--- src/rtl/ft_pkg.sv ---
// Shared types and default sizing for the fault-tolerance recovery path
// (sequencer, controller and checkpoint store).
package ft_pkg;

  localparam int FT_NREGS  = 32;
  localparam int FT_ADDR_W = 5;
  localparam int FT_DATA_W = 32;

  typedef enum logic [1:0] {
    IDLE,
    RESTORE,
    LOAD_PC,
    DONE
  } ft_rseq_state_e;

endpackage

--- src/rtl/ft_recovery_seq_if.sv ---
// Checkpoint read port plus core register-file / PC load port of the
// recovery sequencer. master = sequencer, slave = store/core side.
interface ft_recovery_seq_if
  import ft_pkg::*;
#(
  parameter int ADDR_W = FT_ADDR_W,
  parameter int DATA_W = FT_DATA_W
);

  logic [ADDR_W-1:0] ckpt_raddr_o;
  logic [DATA_W-1:0] ckpt_rdata_i;
  logic [DATA_W-1:0] ckpt_pc_i;
  logic              rf_we_o;
  logic [ADDR_W-1:0] rf_waddr_o;
  logic [DATA_W-1:0] rf_wdata_o;
  logic              pc_we_o;
  logic [DATA_W-1:0] pc_o;

  modport master (
    output ckpt_raddr_o, rf_we_o, rf_waddr_o, rf_wdata_o, pc_we_o, pc_o,
    input  ckpt_rdata_i, ckpt_pc_i
  );

  modport slave (
    input  ckpt_raddr_o, rf_we_o, rf_waddr_o, rf_wdata_o, pc_we_o, pc_o,
    output ckpt_rdata_i, ckpt_pc_i
  );

endinterface

--- src/rtl/ft_edge_detect.sv ---
// Registered rising-edge detector; the history flop updates every cycle so
// a held level produces exactly one rise.
module ft_edge_detect (
  input  logic clk_i,
  input  logic rst_ni,
  input  logic d,
  output logic rise
);

  logic q;

  always_ff @(posedge clk_i or negedge rst_ni) begin
    if (!rst_ni) q <= 1'b0;
    else         q <= d;
  end

  assign rise = d & ~q;

endmodule

--- src/rtl/ft_recovery_seq.sv ---
// Restores the checkpointed register file (x1..NREGS-1) and PC into the core
// pair after a lockstep mismatch, then pulses recovery_done_o.
//
// state   | meaning
// IDLE    | waiting for an enabled recover_i rising edge
// RESTORE | one checkpoint read per cycle, write stage one cycle behind
// LOAD_PC | last register write plus PC load strobe
// DONE    | single-cycle completion pulse, then back to IDLE
module ft_recovery_seq
  import ft_pkg::*;
#(
  parameter int NREGS  = FT_NREGS,
  parameter int ADDR_W = FT_ADDR_W,
  parameter int DATA_W = FT_DATA_W
) (
  input  logic                clk_i,
  input  logic                rst_ni,
  input  logic                enable_i,
  input  logic                recover_i,
  ft_recovery_seq_if.master   bus,
  output logic                busy_o,
  output logic                recovery_done_o
);

  localparam logic [ADDR_W-1:0] LAST_ADDR = ADDR_W'(NREGS - 1);
  localparam logic [ADDR_W-1:0] FIRST_ADDR = ADDR_W'(1);

  ft_rseq_state_e    state;
  logic              rec_rise;
  logic [ADDR_W-1:0] cnt;
  logic              wr_q;
  logic [ADDR_W-1:0] waddr_q;
  logic              pc_we_q;
  logic [DATA_W-1:0] pc_q;
  logic              busy_q;
  logic              done_q;

  ft_edge_detect u_rec_edge (
    .clk_i  (clk_i),
    .rst_ni (rst_ni),
    .d      (recover_i),
    .rise   (rec_rise)
  );

  // The counter is compared before incrementing, so it stops at LAST_ADDR
  // even when NREGS == 2**ADDR_W.
  always_ff @(posedge clk_i or negedge rst_ni) begin
    if (!rst_ni) begin
      state   <= IDLE;
      cnt     <= '0;
      wr_q    <= 1'b0;
      waddr_q <= '0;
      pc_we_q <= 1'b0;
      pc_q    <= '0;
      busy_q  <= 1'b0;
      done_q  <= 1'b0;
    end else begin
      wr_q    <= 1'b0;
      pc_we_q <= 1'b0;
      done_q  <= 1'b0;
      case (state)
        IDLE: begin
          if (rec_rise && enable_i) begin
            state  <= RESTORE;
            cnt    <= FIRST_ADDR;
            busy_q <= 1'b1;
          end
        end
        RESTORE: begin
          wr_q    <= 1'b1;
          waddr_q <= cnt;
          if (cnt == LAST_ADDR) begin
            state   <= LOAD_PC;
            cnt     <= '0;
            pc_we_q <= 1'b1;
            pc_q    <= bus.ckpt_pc_i;
          end else begin
            cnt <= cnt + FIRST_ADDR;
          end
        end
        LOAD_PC: begin
          state  <= DONE;
          done_q <= 1'b1;
        end
        DONE: begin
          state  <= IDLE;
          busy_q <= 1'b0;
        end
        default: state <= IDLE;
      endcase
    end
  end

  // Store data arrives in the write cycle itself, so it is forwarded
  // directly and forced to zero whenever no write is active.
  assign bus.ckpt_raddr_o = cnt;
  assign bus.rf_we_o      = wr_q;
  assign bus.rf_waddr_o   = waddr_q;
  assign bus.rf_wdata_o   = wr_q ? bus.ckpt_rdata_i : '0;
  assign bus.pc_we_o      = pc_we_q;
  assign bus.pc_o         = pc_q;
  assign busy_o           = busy_q;
  assign recovery_done_o  = done_q;

endmodule

--- src/flat_wrapper.sv ---
// flat-port wrapper written by rule: the top's interface ports become plain ports
module ft_recovery_seq_flat import ft_pkg::*;
#(
  parameter int NREGS  = FT_NREGS,
  parameter int ADDR_W = FT_ADDR_W,
  parameter int DATA_W = FT_DATA_W
)
  (clk_i, rst_ni, enable_i, recover_i, busy_o, recovery_done_o, bus_ckpt_raddr_o, bus_rf_we_o, bus_rf_waddr_o, bus_rf_wdata_o, bus_pc_we_o, bus_pc_o, bus_ckpt_rdata_i, bus_ckpt_pc_i);
  ft_recovery_seq_if #(.ADDR_W(ADDR_W), .DATA_W(DATA_W)) bus_i ();
  input  logic clk_i;
  input  logic rst_ni;
  input  logic enable_i;
  input  logic recover_i;
  output logic busy_o;
  output logic recovery_done_o;
  output wire logic [$bits(bus_i.ckpt_raddr_o)-1:0] bus_ckpt_raddr_o;
  output wire logic [$bits(bus_i.rf_we_o)-1:0] bus_rf_we_o;
  output wire logic [$bits(bus_i.rf_waddr_o)-1:0] bus_rf_waddr_o;
  output wire logic [$bits(bus_i.rf_wdata_o)-1:0] bus_rf_wdata_o;
  output wire logic [$bits(bus_i.pc_we_o)-1:0] bus_pc_we_o;
  output wire logic [$bits(bus_i.pc_o)-1:0] bus_pc_o;
  input wire logic [$bits(bus_i.ckpt_rdata_i)-1:0] bus_ckpt_rdata_i;
  input wire logic [$bits(bus_i.ckpt_pc_i)-1:0] bus_ckpt_pc_i;
  assign bus_ckpt_raddr_o = bus_i.ckpt_raddr_o;
  assign bus_rf_we_o = bus_i.rf_we_o;
  assign bus_rf_waddr_o = bus_i.rf_waddr_o;
  assign bus_rf_wdata_o = bus_i.rf_wdata_o;
  assign bus_pc_we_o = bus_i.pc_we_o;
  assign bus_pc_o = bus_i.pc_o;
  assign bus_i.ckpt_rdata_i = bus_ckpt_rdata_i;
  assign bus_i.ckpt_pc_i = bus_ckpt_pc_i;
  ft_recovery_seq #(.NREGS(NREGS), .ADDR_W(ADDR_W), .DATA_W(DATA_W)) u_core (.clk_i(clk_i), .rst_ni(rst_ni), .enable_i(enable_i), .recover_i(recover_i), .bus(bus_i), .busy_o(busy_o), .recovery_done_o(recovery_done_o));
endmodule
--- config.mk ---
export PLATFORM = sky130hd
export DESIGN_NAME = ft_recovery_seq_flat
export DESIGN_NICKNAME = d
export VERILOG_FILES = /design/src/rtl/ft_pkg.sv /design/src/rtl/ft_recovery_seq_if.sv /design/src/rtl/ft_edge_detect.sv /design/src/rtl/ft_recovery_seq.sv /design/src/flat_wrapper.sv
export SDC_FILE = /design/constraint.sdc
export NUM_CORES = 1
export LEC_CHECK = 0
export ABC_AREA = 1
export CORE_MARGIN = 1
export CORE_UTILIZATION = 50
export CTS_CLUSTER_DIAMETER = 150
export DETAILED_ROUTE_END_ITERATION = 8
export DONT_BUFFER_PORTS = 1
export GPL_ROUTABILITY_DRIVEN = 0
export SYNTH_ARGS = -nofsm -noshare
export SYNTH_HDL_FRONTEND = slang
export SYNTH_HIERARCHICAL = 1
export SYNTH_SLANG_ARGS = --single-unit
--- constraint.sdc ---
create_clock -name clk_i -period 1.76 [get_ports clk_i]
set_clock_uncertainty 0.05 [all_clocks]
set_input_delay 0.264 -clock clk_i [delete_from_list [all_inputs] [get_ports clk_i]]
set_output_delay 0.264 -clock clk_i [all_outputs]
set_load 0.05 [all_outputs]
==> flow_summary.json <==
{
  "synth-seq-cells": 49,
  "worstPathArrival_ps": 1820,
  "critPathKind": "reg2reg",
  "antenna_cells": 0,
  "antenna_found_initial": 0,
  "clkPwrFrac_pct": 16.7,
  "dieHeight_microns": 68.67,
  "synth_area_leaders": "dfrtp_1 (55%), nand2_1 (25%), inv_1 (7.1%)",
  "clock_latency_ps": 300,
  "maxCapViolations": 0,
  "worstPathMaxFanout": 32,
  "avgSynthCellArea_sq_um": 7.852,
  "synth-edff-count": 0,
  "seqCellArea_sq_um": 1229,
  "powerDensity_nw_per_um2": 1552,
  "rsz0062_at_grt": "no",
  "area_delta_synth_final_pct": 40.32,
  "hold_violations": 0,
  "cts_buffer_depth": 2,
  "cts_tree": "built",
  "setup_tns_ps": 0,
  "tightest_slew_ps": 548.5,
  "grt_pass1_wl_mm": 7.838,
  "hold_slack_ps": 13.58,
  "ant_nets": 0,
  "power_switching_mw": 2.194,
  "synthArstFlopShare_pct": 100.0,
  "synth_fp_nets": 358,
  "start_kind": "flip-flop",
  "drv_slew": 0,
  "clkSlewWorstSetupHoldPaths_ps": 90,
  "synth_top_area_cell": "dfrtp_1",
  "switching_share_pct": 45.34,
  "cp.required_ps": 1950,
  "nNetsFinal": 400,
  "vias": 1845,
  "synth_top_area_share_pct": 55.18,
  "die_x_microns": 68.67,
  "setup.worst_path.start": "u_core/bus.ckpt_raddr_o[0]",
  "setup_viol": 0,
  "wl_mm": 5.667,
  "grt_overflow": 0,
  "drive_gt1_share_pct": 17.79,
  "fmax_mhz": 615.9,
  "rows": 23,
  "drt_iter0_markers": 125,
  "initial_core_util_pct": 53.62,
  "end_kind": "flip-flop",
  "io_pins": 146,
  "ir_drop_v": 0.0009543,
  "yosysMostFrequentCell": "nand2_1",
  "synthFlopType": "dfrtp_1",
  "route.detailed.drc": 0,
  "cts_made_buffers": 5,
  "grt_pass1_vias": 1594,
  "multiInputGateArea_sq_um": 783.3,
  "postCtsSetupBuffers": 0,
  "synth_warnings": 6,
  "pwr-share-comb_pct": 50.1,
  "grt_start_max_net_pins": 50,
  "fp.coreArea_sq_um": 4144,
  "via_per_inst": 4.907,
  "worstHoldStart": "bus_ckpt_pc_i[2]",
  "outcome": "finished, final reports clean",
  "regToRegStartpoint": "u_core/bus.ckpt_raddr_o[0]",
  "period_needed_ps": 1624,
  "finalCritPeriodShare_pct": 92.26,
  "wl_per_cell_microns": 15.07,
  "cts.sinks": 49,
  "ys_seq_area_share_pct": 55.18,
  "synthesis.area_sq_um": 2222,
  "h-tree-depth": 2,
  "dp_hpwl_mm": 4.271,
  "port_buffers": 0,
  "synth_cells": 283,
  "die_area_sq_um": 4715,
  "hold_path.class": "in2reg",
  "p_leak_nw": 1.696,
  "root_buffer": "clkbuf_8",
  "grt_use_total_pct": 23.47,
  "internal_power_mw": 2.645,
  "pwr-share-seq_pct": 33.2,
  "dr.pass1.iters": 4,
  "synth_commonest_cells": "nand2_1 (147), dfrtp_1 (49), inv_1 (42)",
  "synthDistinctLibCells": 16,
  "slew_headroom_pct": 63.43,
  "fillers": 320
}
placed cells by master, fill, tap and decap left out, types with 2 or more instances in the layout:
| master | n |
|---|---|
| nand2_1 | 147 |
| dfrtp_1 | 47 |
| inv_1 | 42 |
| buf_12 | 32 |
| buf_4 | 9 |
| nand3_1 | 9 |
| nor2_1 | 7 |
| ha_1 | 7 |
| clkbuf_8 | 5 |
| a21oi_1 | 4 |
| o21ai_0 | 2 |
| mux2_2 | 2 |
| dfrtp_2 | 2 |
| dlygate4sd3_1 | 2 |
critical path: stages (launching register included):
cell and delay (ps):
dfrtp_2 410, ha_1 210, nand2_1 90, nor2_1 50
ha_1 190, nand2_2 120, buf_6 250, nand2_1 90
nand2_1 90
registers in the layout (all words and copies together), names as in the netlist:
register / count
u_core/bus.pc_o: 32
u_core/bus.rf_we_o: 1
u_core/bus.pc_we_o: 1
u_core/state: 2
u_core/bus.rf_waddr_o: 5
u_core/u_rec_edge/q: 1
u_core/busy_o: 1
u_core/recovery_done_o: 1
u_core/bus.ckpt_raddr_o: 5
cells by family after synthesis:
family / after synthesis / synth area share [%]
multiplexers: 2 / 1.013
buffers and inverters: 53 / 9.572
AND/OR/NAND/NOR: 165 / 28.60
flip-flops: 49 / 55.18
adder cells (fa/ha/maj): 7 / 3.941
AO/OA/AOI/OAI: 7 / 1.689
path summary, 6_finish.rpt:
kind / end / slack, ps / cells past startpoint
max: u_core/bus.pc_o[31] / 140 / 8
min: u_core/bus.pc_o[2] / 10 / 2
max reg2reg: u_core/bus.pc_o[31] / 140 / 8
min reg2reg: u_core/state[0] / 510 / 2
max in group asynchronous: u_core/bus.ckpt_raddr_o[0] / 1020 / 2
min in group asynchronous: u_core/bus.rf_waddr_o[1] / 410 / 2
metal layers:
metal	track usage [%]	share of wire [%]
met1	26.36	38
met2	39.95	49
met3	8.553	10
met4	9.896	2.4
met5	0	0
power groups by stage:
| stage | Sequential [mW] | Combinational [mW] | Clock [mW] |
|---|---|---|---|
| 2_1_floorplan | 1.81 | 1.16 | 0 |
| 3_3_place_gp | 1.63 | 2.38 | 0 |
| 3_5_place_dp | 1.63 | 2.40 | 0 |
| 4_1_cts | 1.61 | 2.44 | 0.827 |
| 5_1_grt | 1.62 | 2.59 | 0.864 |
| 6_report | 1.61 | 2.43 | 0.807 |
what timing repair did:
action                                 4_1_cts  5_1_grt
hold buffers                                 3        0
setup endpoints to repair                    0       32
endpoints found under the hold margin       50        0
resized for setup                            0        3
cell type report:
cell class                 instances  area share [%]
inverter                          43           5.257
tap                               50           2.006
sequential                        49           39.41
clock buffer                       5           2.207
timing repair buffer              45           24.60
multi-input combinational        181           25.12
clock inverter                     3           1.404
through the flow:
step | cells | setup slack (ps) | power [mW] | area [sq um] | util (%)
6_report | 376 | 136.2 | 4.838 | 3118 | 75.24
5_1_grt | 376 | 9.711 | 5.076 | 3118 | 75.24
3_3_place_gp | 365 | 180.6 | 4.004 | 2952 | 71.23
3_5_place_dp | 365 | 104.4 | 4.039 | 2952 | 71.23
4_1_cts | 376 | 102.8 | 4.882 | 3112 | 75.09
2_1_floorplan | 283 | 45.93 | 2.972 | 2225 | -
(Power assumes the default switching activity.)
